[src/rtl/betting_round_ctrl_if.sv]
// Street-level bus between the hand FSM (master) and the betting round controller (slave).
// Carries the street setup, the per-turn action handshake and the live table state.
interface betting_round_ctrl_if #(
    parameter int unsigned NUM_PLAYERS = 2,
    parameter int unsigned STACK_W     = 11
);
    logic                           start;
    logic                           preflop;
    logic [2:0]                     button;
    logic [NUM_PLAYERS*STACK_W-1:0] stack_in;
    logic [STACK_W-1:0]             pot_in;
    logic [NUM_PLAYERS-1:0]         folded_in;
    logic                           act_valid;
    logic                           act_ready;
    logic [1:0]                     act_type;
    logic [STACK_W-1:0]             act_amount;
    logic [2:0]                     turn;
    logic [STACK_W-1:0]             call_amt;
    logic [STACK_W-1:0]             min_raise_to;
    logic [NUM_PLAYERS*STACK_W-1:0] stack_out;
    logic [STACK_W-1:0]             pot;
    logic [NUM_PLAYERS-1:0]         folded_out;
    logic                           illegal;
    logic                           round_done;
    logic                           hand_over;

    modport master (
        output start, preflop, button, stack_in, pot_in, folded_in,
        output act_valid, act_type, act_amount,
        input  act_ready, turn, call_amt, min_raise_to, stack_out, pot,
        input  folded_out, illegal, round_done, hand_over
    );

    modport slave (
        input  start, preflop, button, stack_in, pot_in, folded_in,
        input  act_valid, act_type, act_amount,
        output act_ready, turn, call_amt, min_raise_to, stack_out, pot,
        output folded_out, illegal, round_done, hand_over
    );
endinterface

[src/rtl/betting_round_ctrl.sv]
// One betting street: blinds, turn sequencing, action validation and chip accounting.
// A single combinational pass computes the next table state; every output is a register.
module betting_round_ctrl #(
    parameter int unsigned NUM_PLAYERS = 2,
    parameter int unsigned STACK_W     = 11,
    parameter int unsigned SB_SIZE     = 1,
    parameter int unsigned BB_SIZE     = 2
) (
    input logic                 clk,
    input logic                 reset,
    betting_round_ctrl_if.slave bus
);
    localparam int unsigned SEAT_W = 3;
    localparam int unsigned CNT_W  = 4;

    typedef logic [STACK_W-1:0]                     chips_t;
    typedef logic [SEAT_W-1:0]                      seat_t;
    typedef logic [CNT_W-1:0]                       cnt_t;
    typedef logic [NUM_PLAYERS-1:0]                 mask_t;
    typedef logic [NUM_PLAYERS-1:0][STACK_W-1:0]    table_t;

    localparam chips_t SB_CHIPS = chips_t'(SB_SIZE);
    localparam chips_t BB_CHIPS = chips_t'(BB_SIZE);

    typedef enum logic [2:0] {
        S_IDLE,
        S_POST_SB,
        S_POST_BB,
        S_WAIT_ACT,
        S_APPLY,
        S_DONE
    } state_t;

    function automatic seat_t next_seat(input seat_t s);
        if (32'(s) + 32'd1 >= NUM_PLAYERS) return '0;
        return s + seat_t'(1);
    endfunction

    function automatic logic seat_bit(input mask_t m, input seat_t s);
        logic b;
        b = 1'b0;
        for (int i = 0; i < NUM_PLAYERS; i++) begin
            if (seat_t'(i) == s) b = m[i];
        end
        return b;
    endfunction

    function automatic seat_t next_unfolded(input seat_t s, input mask_t folded);
        seat_t c;
        seat_t r;
        logic  found;
        c     = s;
        r     = next_seat(s);
        found = 1'b0;
        for (int k = 0; k < NUM_PLAYERS; k++) begin
            c = next_seat(c);
            if (!found && !seat_bit(folded, c)) begin
                r     = c;
                found = 1'b1;
            end
        end
        return r;
    endfunction

    function automatic chips_t sat_add(input chips_t a, input chips_t b);
        logic [STACK_W:0] s;
        s = {1'b0, a} + {1'b0, b};
        return s[STACK_W] ? '1 : s[STACK_W-1:0];
    endfunction

    function automatic chips_t min_chips(input chips_t a, input chips_t b);
        return (a < b) ? a : b;
    endfunction

    state_t r_state;
    table_t r_stack;
    table_t r_commit;
    chips_t r_pot;
    mask_t  r_folded;
    mask_t  r_allin;
    mask_t  r_acted;
    chips_t r_high_bet;
    chips_t r_last_raise;
    seat_t  r_turn;
    seat_t  r_button;
    seat_t  r_sb;
    logic [1:0] r_act_type;
    chips_t r_act_amt;
    logic   r_act_ready;
    logic   r_illegal;
    logic   r_round_done;
    logic   r_hand_over;
    chips_t r_call_amt;
    chips_t r_min_raise;

    state_t w_state;
    table_t w_stack;
    table_t w_commit;
    chips_t w_pot;
    mask_t  w_folded;
    mask_t  w_allin;
    mask_t  w_acted;
    chips_t w_high;
    chips_t w_last;
    seat_t  w_turn;
    seat_t  w_button;
    seat_t  w_sb;
    logic [1:0] w_act_type;
    chips_t w_act_amt;
    logic   w_illegal;
    logic   w_done;
    logic   w_hover;
    logic   w_post_en;
    seat_t  w_post_seat;
    chips_t w_post_amt;
    logic   w_eval;
    seat_t  w_from;
    logic   w_bad;
    chips_t w_d;
    chips_t w_pay;
    chips_t w_min_cur;
    cnt_t   w_unf_cnt;
    cnt_t   w_elig_cnt;
    mask_t  w_need;
    logic   w_all_ok;
    logic   w_one_match;
    logic   w_found;
    seat_t  w_seek;
    chips_t w_call;
    chips_t w_min_next;

    // Next-state and datapath: state-specific update, then shared blind post and turn search
    always_comb begin
        w_state     = r_state;
        w_stack     = r_stack;
        w_commit    = r_commit;
        w_pot       = r_pot;
        w_folded    = r_folded;
        w_allin     = r_allin;
        w_acted     = r_acted;
        w_high      = r_high_bet;
        w_last      = r_last_raise;
        w_turn      = r_turn;
        w_button    = r_button;
        w_sb        = r_sb;
        w_act_type  = r_act_type;
        w_act_amt   = r_act_amt;
        w_illegal   = 1'b0;
        w_done      = r_round_done;
        w_hover     = r_hand_over;
        w_post_en   = 1'b0;
        w_post_seat = r_turn;
        w_post_amt  = '0;
        w_eval      = 1'b0;
        w_from      = r_turn;
        w_bad       = 1'b0;
        w_d         = '0;
        w_pay       = '0;
        w_min_cur   = sat_add(r_high_bet, r_last_raise);
        w_unf_cnt   = '0;
        w_elig_cnt  = '0;
        w_need      = '0;
        w_all_ok    = 1'b1;
        w_one_match = 1'b0;
        w_found     = 1'b0;
        w_seek      = r_turn;
        w_call      = '0;
        w_min_next  = '0;

        case (r_state)
            S_IDLE: begin
                if (bus.start) begin
                    w_stack  = bus.stack_in;
                    w_commit = '0;
                    w_pot    = bus.pot_in;
                    w_folded = bus.folded_in;
                    w_allin  = '0;
                    w_acted  = '0;
                    w_high   = '0;
                    w_last   = BB_CHIPS;
                    w_button = bus.button;
                    w_done   = 1'b0;
                    w_hover  = 1'b0;
                    if (bus.preflop) begin
                        w_state = S_POST_SB;
                    end else begin
                        w_eval = 1'b1;
                        w_from = bus.button;
                    end
                end
            end
            S_POST_SB: begin
                w_post_seat = (NUM_PLAYERS == 2) ? r_button : next_unfolded(r_button, r_folded);
                w_post_amt  = SB_CHIPS;
                w_post_en   = 1'b1;
                w_sb        = w_post_seat;
                w_state     = S_POST_BB;
            end
            S_POST_BB: begin
                w_post_seat = next_unfolded(r_sb, r_folded);
                w_post_amt  = BB_CHIPS;
                w_post_en   = 1'b1;
                w_high      = BB_CHIPS;
                w_eval      = 1'b1;
                w_from      = w_post_seat;
            end
            S_WAIT_ACT: begin
                if (bus.act_valid && r_act_ready) begin
                    w_act_type = bus.act_type;
                    w_act_amt  = bus.act_amount;
                    w_state    = S_APPLY;
                end
            end
            S_APPLY: begin
                for (int i = 0; i < NUM_PLAYERS; i++) begin
                    if (seat_t'(i) == r_turn) begin
                        case (r_act_type)
                            2'b00: begin
                                w_pay = (r_high_bet > r_commit[i]) ?
                                        min_chips(r_high_bet - r_commit[i], r_stack[i]) : '0;
                                w_stack[i]  = r_stack[i] - w_pay;
                                w_commit[i] = r_commit[i] + w_pay;
                                w_pot       = sat_add(r_pot, w_pay);
                                w_acted[i]  = 1'b1;
                            end
                            2'b01: begin
                                w_d = r_act_amt - r_commit[i];
                                // Short all-in reopens the action but keeps the raise increment
                                if ((r_act_amt > r_high_bet) && (w_d <= r_stack[i]) &&
                                    ((r_act_amt >= w_min_cur) || (w_d == r_stack[i]))) begin
                                    if (r_act_amt >= w_min_cur) w_last = r_act_amt - r_high_bet;
                                    w_high      = r_act_amt;
                                    w_stack[i]  = r_stack[i] - w_d;
                                    w_commit[i] = r_act_amt;
                                    w_pot       = sat_add(r_pot, w_d);
                                    w_acted     = '0;
                                    w_acted[i]  = 1'b1;
                                end else begin
                                    w_bad = 1'b1;
                                end
                            end
                            2'b10:   w_folded[i] = 1'b1;
                            default: w_bad = 1'b1;
                        endcase
                        if (!w_bad && (w_stack[i] == '0)) w_allin[i] = 1'b1;
                    end
                end
                if (w_bad) begin
                    w_illegal = 1'b1;
                    w_state   = S_WAIT_ACT;
                end else begin
                    w_eval = 1'b1;
                    w_from = r_turn;
                end
            end
            S_DONE:  w_state = S_IDLE;
            default: w_state = S_IDLE;
        endcase

        if (w_post_en) begin
            for (int i = 0; i < NUM_PLAYERS; i++) begin
                if (seat_t'(i) == w_post_seat) begin
                    w_pay       = min_chips(w_post_amt, w_stack[i]);
                    w_stack[i]  = w_stack[i] - w_pay;
                    w_commit[i] = w_commit[i] + w_pay;
                    w_pot       = sat_add(w_pot, w_pay);
                    if (w_stack[i] == '0) w_allin[i] = 1'b1;
                end
            end
        end

        // Street end test, otherwise the next seat owing an action after w_from
        if (w_eval) begin
            for (int i = 0; i < NUM_PLAYERS; i++) begin
                if (!w_folded[i]) w_unf_cnt = w_unf_cnt + cnt_t'(1);
                if (!w_folded[i] && !w_allin[i]) begin
                    w_elig_cnt = w_elig_cnt + cnt_t'(1);
                    if (!w_acted[i] || (w_commit[i] != w_high)) begin
                        w_all_ok  = 1'b0;
                        w_need[i] = 1'b1;
                    end
                    if (w_commit[i] == w_high) w_one_match = 1'b1;
                end
            end
            if (w_unf_cnt <= cnt_t'(1)) begin
                w_state = S_DONE;
                w_done  = 1'b1;
                w_hover = 1'b1;
            end else if (w_all_ok || ((w_elig_cnt == cnt_t'(1)) && w_one_match)) begin
                w_state = S_DONE;
                w_done  = 1'b1;
                w_hover = 1'b0;
            end else begin
                w_state = S_WAIT_ACT;
                w_seek  = w_from;
                for (int k = 0; k < NUM_PLAYERS; k++) begin
                    w_seek = next_seat(w_seek);
                    if (!w_found && seat_bit(w_need, w_seek)) begin
                        w_turn  = w_seek;
                        w_found = 1'b1;
                    end
                end
            end
        end

        for (int i = 0; i < NUM_PLAYERS; i++) begin
            if (seat_t'(i) == w_turn) begin
                w_call = (w_high > w_commit[i]) ? min_chips(w_high - w_commit[i], w_stack[i]) : '0;
            end
        end
        w_min_next = sat_add(w_high, w_last);
    end

    // State and output registers
    always_ff @(posedge clk or posedge reset) begin
        if (reset) begin
            r_state      <= S_IDLE;
            r_stack      <= '0;
            r_commit     <= '0;
            r_pot        <= '0;
            r_folded     <= '0;
            r_allin      <= '0;
            r_acted      <= '0;
            r_high_bet   <= '0;
            r_last_raise <= '0;
            r_turn       <= '0;
            r_button     <= '0;
            r_sb         <= '0;
            r_act_type   <= '0;
            r_act_amt    <= '0;
            r_act_ready  <= 1'b0;
            r_illegal    <= 1'b0;
            r_round_done <= 1'b0;
            r_hand_over  <= 1'b0;
            r_call_amt   <= '0;
            r_min_raise  <= '0;
        end else begin
            r_state      <= w_state;
            r_stack      <= w_stack;
            r_commit     <= w_commit;
            r_pot        <= w_pot;
            r_folded     <= w_folded;
            r_allin      <= w_allin;
            r_acted      <= w_acted;
            r_high_bet   <= w_high;
            r_last_raise <= w_last;
            r_turn       <= w_turn;
            r_button     <= w_button;
            r_sb         <= w_sb;
            r_act_type   <= w_act_type;
            r_act_amt    <= w_act_amt;
            r_act_ready  <= (w_state == S_WAIT_ACT);
            r_illegal    <= w_illegal;
            r_round_done <= w_done;
            r_hand_over  <= w_hover;
            r_call_amt   <= w_call;
            r_min_raise  <= w_min_next;
        end
    end

    assign bus.act_ready    = r_act_ready;
    assign bus.turn         = r_turn;
    assign bus.call_amt     = r_call_amt;
    assign bus.min_raise_to = r_min_raise;
    assign bus.stack_out    = r_stack;
    assign bus.pot          = r_pot;
    assign bus.folded_out   = r_folded;
    assign bus.illegal      = r_illegal;
    assign bus.round_done   = r_round_done;
    assign bus.hand_over    = r_hand_over;
endmodule

[src/flat_wrapper.sv]
// flat-port wrapper written by rule: the top's interface ports become plain ports
module betting_round_ctrl_flat 
#(
    parameter int unsigned NUM_PLAYERS = 2,
    parameter int unsigned STACK_W     = 11,
    parameter int unsigned SB_SIZE     = 1,
    parameter int unsigned BB_SIZE     = 2
)
  (clk, reset, bus_start, bus_preflop, bus_button, bus_stack_in, bus_pot_in, bus_folded_in, bus_act_valid, bus_act_type, bus_act_amount, bus_act_ready, bus_turn, bus_call_amt, bus_min_raise_to, bus_stack_out, bus_pot, bus_folded_out, bus_illegal, bus_round_done, bus_hand_over);
  betting_round_ctrl_if #(.NUM_PLAYERS(NUM_PLAYERS), .STACK_W(STACK_W)) bus_i ();
  input logic clk;
  input logic reset;
  input wire logic [$bits(bus_i.start)-1:0] bus_start;
  input wire logic [$bits(bus_i.preflop)-1:0] bus_preflop;
  input wire logic [$bits(bus_i.button)-1:0] bus_button;
  input wire logic [$bits(bus_i.stack_in)-1:0] bus_stack_in;
  input wire logic [$bits(bus_i.pot_in)-1:0] bus_pot_in;
  input wire logic [$bits(bus_i.folded_in)-1:0] bus_folded_in;
  input wire logic [$bits(bus_i.act_valid)-1:0] bus_act_valid;
  input wire logic [$bits(bus_i.act_type)-1:0] bus_act_type;
  input wire logic [$bits(bus_i.act_amount)-1:0] bus_act_amount;
  output wire logic [$bits(bus_i.act_ready)-1:0] bus_act_ready;
  output wire logic [$bits(bus_i.turn)-1:0] bus_turn;
  output wire logic [$bits(bus_i.call_amt)-1:0] bus_call_amt;
  output wire logic [$bits(bus_i.min_raise_to)-1:0] bus_min_raise_to;
  output wire logic [$bits(bus_i.stack_out)-1:0] bus_stack_out;
  output wire logic [$bits(bus_i.pot)-1:0] bus_pot;
  output wire logic [$bits(bus_i.folded_out)-1:0] bus_folded_out;
  output wire logic [$bits(bus_i.illegal)-1:0] bus_illegal;
  output wire logic [$bits(bus_i.round_done)-1:0] bus_round_done;
  output wire logic [$bits(bus_i.hand_over)-1:0] bus_hand_over;
  assign bus_i.start = bus_start;
  assign bus_i.preflop = bus_preflop;
  assign bus_i.button = bus_button;
  assign bus_i.stack_in = bus_stack_in;
  assign bus_i.pot_in = bus_pot_in;
  assign bus_i.folded_in = bus_folded_in;
  assign bus_i.act_valid = bus_act_valid;
  assign bus_i.act_type = bus_act_type;
  assign bus_i.act_amount = bus_act_amount;
  assign bus_act_ready = bus_i.act_ready;
  assign bus_turn = bus_i.turn;
  assign bus_call_amt = bus_i.call_amt;
  assign bus_min_raise_to = bus_i.min_raise_to;
  assign bus_stack_out = bus_i.stack_out;
  assign bus_pot = bus_i.pot;
  assign bus_folded_out = bus_i.folded_out;
  assign bus_illegal = bus_i.illegal;
  assign bus_round_done = bus_i.round_done;
  assign bus_hand_over = bus_i.hand_over;
  betting_round_ctrl #(.NUM_PLAYERS(NUM_PLAYERS), .STACK_W(STACK_W), .SB_SIZE(SB_SIZE), .BB_SIZE(BB_SIZE)) u_core (.clk(clk), .reset(reset), .bus(bus_i));
endmodule
[config.mk]
export PLATFORM = sky130hd
export DESIGN_NAME = betting_round_ctrl_flat
export DESIGN_NICKNAME = d
export VERILOG_FILES = /design/src/rtl/betting_round_ctrl_if.sv /design/src/rtl/betting_round_ctrl.sv /design/src/flat_wrapper.sv
export SDC_FILE = /design/constraint.sdc
export NUM_CORES = 1
export LEC_CHECK = 0
export ABC_CLOCK_PERIOD_IN_PS = 14100
export CAP_MARGIN = 10
export CORE_MARGIN = 4
export CORE_UTILIZATION = 40
export DETAILED_ROUTE_END_ITERATION = 8
export PLACE_DENSITY = 0.63
export SYNTH_ARGS = -nofsm -noshare
export SYNTH_HDL_FRONTEND = slang
export SYNTH_SLANG_ARGS = --single-unit
[constraint.sdc]
create_clock -name clk -period 14.1 [get_ports clk]
set_clock_uncertainty 0.05 [all_clocks]
set_input_delay 2.82 -clock clk [delete_from_list [all_inputs] [get_ports clk]]
set_output_delay 2.82 -clock clk [all_outputs]
set_load 0.01 [all_outputs]
After elaboration in Yosys (flattened, before gate mapping)
Cells that the tools add are included.

storage, ports and cells
  bits in registers = 134
  bits of input ports = 56
  output and inout bits = 64
  word-level logic and storage cells = 365

operators by class
  add/sub/neg operators = 35
  magnitude comparators = 19
  equal/unequal tests = 21
  multiplexer cells = 223
  reduce and logical (&&, ||, !) cells = 45

operators by type and width
  cell                   count
  $mux W11               61
  $pmux W11 S2           8
  $sub A11 B11 Y11       13
  $ge A32 B2 Y1 const B  4
  $add A11 B11 Y12       8
  $mux W3                32
  $mux W1                89
  $mux W22               4
  $pmux W22 S2           2
  $gt A11 B11 Y1         5
  $add A11 B11 Y11       4
  $eq A11 B11 Y1         4
  $logic_not A11 Y1      4
  $lt A11 B11 Y1         4
  $pmux W11 S3           1
  $logic_not A3 Y1       8
  $mux W4                6
  $le A11 B11 Y1         2
  $lt A2 B11 Y1          2
  $ne A11 B11 Y1         2
  $eq A1 B3 Y1 const A   7
  $add A3 B1 Y4 const B  4
  $mux W2                8
  $pmux W2 S2            4
  other kinds (20)       57

Longest topological paths before layout
  depth in word-level cells = 64
  depth in mapped cells = 69
  gate-level depth less buffers = 65

Worst setup path after synthesis
No wires, ideal clock.

  path kind = flip-flop to flip-flop
  start point = register u_core.r_commit[12] (netlist name)
  end point = register u_core.r_call_amt[8], in the netlist u_core.bus.call_amt[8]
  setup time = 0.129 ns
  data arrival time = 11.068 ns
  required time = 13.921 ns
  path slack = 2.853 ns
  cell stages (with the launch flop) = 55
  path buffers = 3
  period minus slack after synthesis = 11.247 ns
  cell sequence = dfrtp_1 inv_1 ha_1 nor2b_1 o31a_1 o41a_1 a21o_1 a21oi_1 xnor2_1 ha_1 a2111o_1 a221oi_1 a21oi_1 clkbuf_1 a211oi_1 ha_1 inv_1 fa_1 [19 not listed] a21o_1 a21oi_1 o21ai_0 a21oi_1 o21bai_1 a21oi_1 o21ai_0 a21oi_1 xnor2_1 ha_1 nand4_1 a2111oi_0 or4b_2 clkbuf_1 clkbuf_1 mux2_2 o2111ai_1 mux2i_1

RTL lines
  what                    line                       text
  from (decl)             betting_round_ctrl.sv:77   table_t r_commit;
  from (signal assigned)  betting_round_ctrl.sv:340  r_commit <= w_commit;
  to (signal assigned)    betting_round_ctrl.sv:356  r_call_amt <= w_call;
  to (decl)               betting_round_ctrl.sv:93   chips_t r_call_amt;

Worst setup path in the final report
  start point = register u_core.r_high_bet[0]
  end point = register u_core.r_pot[5], in the netlist u_core.bus.pot[5]

between the ends
  longest elaborated chain between the ends = 21
  elaborated cells on any way between the ends = 56
  classes of those cells = add/sub (9); order compare (8); mux (33); reduce/logical (6)

RTL lines
  what                                                       line                       text
  from (decl)                                                betting_round_ctrl.sv:82   chips_t r_high_bet;
  from (signal assigned)                                     betting_round_ctrl.sv:345  r_high_bet <= w_high;
  branches (longest 20 deep; another with $sub A11 B11 Y11)  n/a
  $mux W11 *                                                 betting_round_ctrl.sv:260  if (w_post_en) begin
  named net u_core.w_pot[5]                                  betting_round_ctrl.sv:99   chips_t w_pot;
  to (signal assigned)                                       betting_round_ctrl.sv:341  r_pot <= w_pot;
  to (decl)                                                  betting_round_ctrl.sv:78   chips_t r_pot;

Mark *: on every way through the listed nets, which the timed path passes. The select of a mux whose other input is x is not followed.
A chain may end at the register's enable or synchronous reset.

==> impl_metrics.json <==
{
  "grt_max_degree": 74,
  "timing.fmax_ghz": 0.0752,
  "hold_viol_final": 0,
  "synth-seq-cells": 134,
  "report.final.slew_viol_count": 0,
  "syn_area_per_cell_sq_um": 7.78,
  "slew_headroom_pct": 21.9,
  "cp_max_fo": 16,
  "place_congestion": 1.06,
  "crit_family": "compound AO/OA/AOI/OAI gates",
  "fin_crit_ns": 13.30,
  "synthCells": 2685,
  "vias": 22000,
  "die_w_um": 237,
  "die_area_sq_um": 56000,
  "grt-ovfl-total": 0,
  "synth_area_leaders": "ha_1 19%, dfrtp_1 16%, a21oi_1 6.4%",
  "start_util_pct": 40.6,
  "synth_top_flop_cell": "dfrtp_1",
  "wl_mm": 89.9,
  "cts_sinks": 134,
  "worst_slew_pin_slew_ns": 1.17,
  "antenna_left": 0,
  "yosysTopAreaCellShare_pct": 18.7,
  "cts_buffer_depth": 2,
  "finalSetupViolations": 0,
  "synth_edf_count": 0,
  "hold_class": "reg2reg",
  "antenna_found_initial": 1,
  "firstDrtPassIters": 6,
  "area_delta_synth_final_pct": 13.6,
  "slowest_delay_ns": 0.48,
  "fill_cells": 5189,
  "max_cap_violations": 0,
  "cp.required_ns": 14.41,
  "drtIter0Drc": 2433,
  "core_area_sq_um": 51500,
  "cts_inserted_buffers": 17,
  "outcome": "complete, no violations",
  "synthArstFlopShare_pct": 100,
  "dp_hpwl_mm": 72.8,
  "ys_seq_area_share_pct": 16.0,
  "routedWlPerCell_um": 25.5,
  "rows": 83,
  "tns_ns": 0,
  "synth_area_sq_um": 20900,
  "grt_pass1_wl_mm": 133,
  "htree_levels": 4,
  "ys_types": 97,
  "grt.total_usage_pct": 31.1,
  "die_y_um": 237,
  "post_cts_buffers": 0,
  "rsz0062_at_grt": "false",
  "drive_above_1_share_pct": 6.09,
  "io_buffers": 119,
  "insertion_delay_ns": 0.49,
  "cts_hold_buf": 0,
  "io_pins": 120,
  "synth_area_leader_cell": "ha_1",
  "path_clk_slew_ns": 0.06,
  "nets": 3222,
  "cp-start-kind": "register",
  "fin_crit_sh_pct": 94.3,
  "viasPerCell": 6.24,
  "crit_buf_inv": 4,
  "cp.arrival_ns": 13.61,
  "cts_tree": "built",
  "slowest_stage": "a211o_1",
  "crit_type": "reg2reg",
  "grt_pass1_vias": 21400,
  "cts-root-buf": "clkbuf_16",
  "crit_path_end_kind": "register",
  "drc_errors": 0,
  "post_cts_resized": 0,
  "yosysWarnings": 0,
  "cp_common_cell": "a21oi_1"
}
## path summary, 6_finish.rpt
| check | from | end | slack, ns | depth (start not counted) |
|---|---|---|---|---|
| max in group asynchronous | reset | u_core.r_high_bet[3]$_DFF_PP0_ | 9.83 | 3 |
| min in group asynchronous | reset | u_core.r_sb[0]$_DFFE_PP0P_ | 2.79 | 2 |
| hold / removal | u_core.r_allin[1]$_DFF_PP0_ | u_core.r_allin[1]$_DFF_PP0_ | 0.42 | 2 |
| hold reg to reg | u_core.r_allin[1]$_DFF_PP0_ | u_core.r_allin[1]$_DFF_PP0_ | 0.42 | 2 |
| setup / recovery | u_core.r_high_bet[0]$_DFF_PP0_ | u_core.bus.pot[5]$_DFF_PP0_ | 0.80 | 62 |
| setup reg to reg | u_core.r_high_bet[0]$_DFF_PP0_ | u_core.bus.pot[5]$_DFF_PP0_ | 0.80 | 62 |
## tightest hold or removal path: stages (launching register included)
cell	delay, ns
dfrtp_1	0.32
nand2_1	0.06
nand3_1	0.06
## Yosys cell counts (47+ instances only)
| library cell | count |
|---|---|
| o21bai_1 | 86 |
| nand2_1 | 176 |
| a21o_1 | 73 |
| xnor2_1 | 139 |
| clkbuf_1 | 69 |
| ha_1 | 312 |
| nor2_1 | 203 |
| inv_1 | 280 |
| a21oi_1 | 268 |
| xor2_1 | 75 |
| o22ai_1 | 47 |
| o21ai_0 | 153 |
| dfrtp_1 | 134 |
## cells by family after synthesis
group | count (synthesis) | synth area share (%)
AND/OR/NAND/NOR | 652 | 15.1
flip-flops | 134 | 16.0
adder cells (fa/ha/maj) | 337 | 21.1
multiplexers | 64 | 3.21
other | 2 | 0.0359
buffers and inverters | 365 | 6.73
AO/OA/AOI/OAI | 917 | 28.9
XOR/XNOR | 214 | 8.97
## per-stage QoR
stage	area, sq um	setup slack (ns)	hold WS (ns)	util (%)	cells
floorplan	21000	2.85	0.393	-	2720
global placement	23200	0.236	0.409	45.0	3490
detailed placement	23200	0.184	0.411	45.0	3490
CTS	23700	0.0868	0.424	46.0	3521
global route	23700	0.0153	0.473	46.1	3521
finish	23700	0.801	0.423	46.1	3523
## final cells by class
class                           instances  area (sq um)  area share (%)
Clock buffer                           19           443            1.87
Timing Repair Buffer                  173          1600            6.72
Inverter                              282          1060            4.48
Sequential cell                       134          3350            14.1
Clock inverter                         12           118           0.495
Multi-Input combinational cell       2221         16300            68.7
Tap cell                              680           851            3.58
Antenna cell                            2          5.00          0.0211
## sequential cells by signal (all words and copies together), names as in the netlist, 3 cells and up
name	count
u_core.bus.pot	11
u_core.r_act_amt	11
u_core.r_state	3
u_core.r_commit	22
u_core.r_sb	3
u_core.bus.min_raise_to	11
u_core.bus.stack_out	22
u_core.bus.turn	3
u_core.bus.call_amt	11
u_core.r_high_bet	11
u_core.r_last_raise	11
u_core.r_button	3
## routing by layer
metal,part of all wire [%],global-route usage [%],up-vias
met2,43,47.7,1102
met1,42,41.3,10600
met4,6.4,17.0,0
met5,0,0,-
li1,-,-,9952
met3,8.7,5.95,301
## cell usage in the layout, fill, tap and decap left out, types with 35 or more instances in the layout
cell type | Yosys | final
nand2_1 | 176 | 175
nor3_1 | 37 | 36
o21bai_1 | 86 | 86
buf_4 | 3 | 54
dfrtp_1 | 134 | 134
xnor2_1 | 139 | 139
a21o_1 | 73 | 73
inv_1 | 280 | 279
o22ai_1 | 47 | 47
nand3_1 | 42 | 42
o21ai_0 | 153 | 150
a21oi_1 | 268 | 268
nor2b_1 | 35 | 35
clkdlybuf4s50_1 | 0 | 119
conb_1 | 2 | 37
xor2_1 | 75 | 75
ha_1 | 312 | 312
nor2_1 | 203 | 198
nand2b_1 | 43 | 43
mux2i_1 | 40 | 40
Power is not shown: default switching activity piles up to over one toggle a cycle in this logic, so the estimate is an artifact.
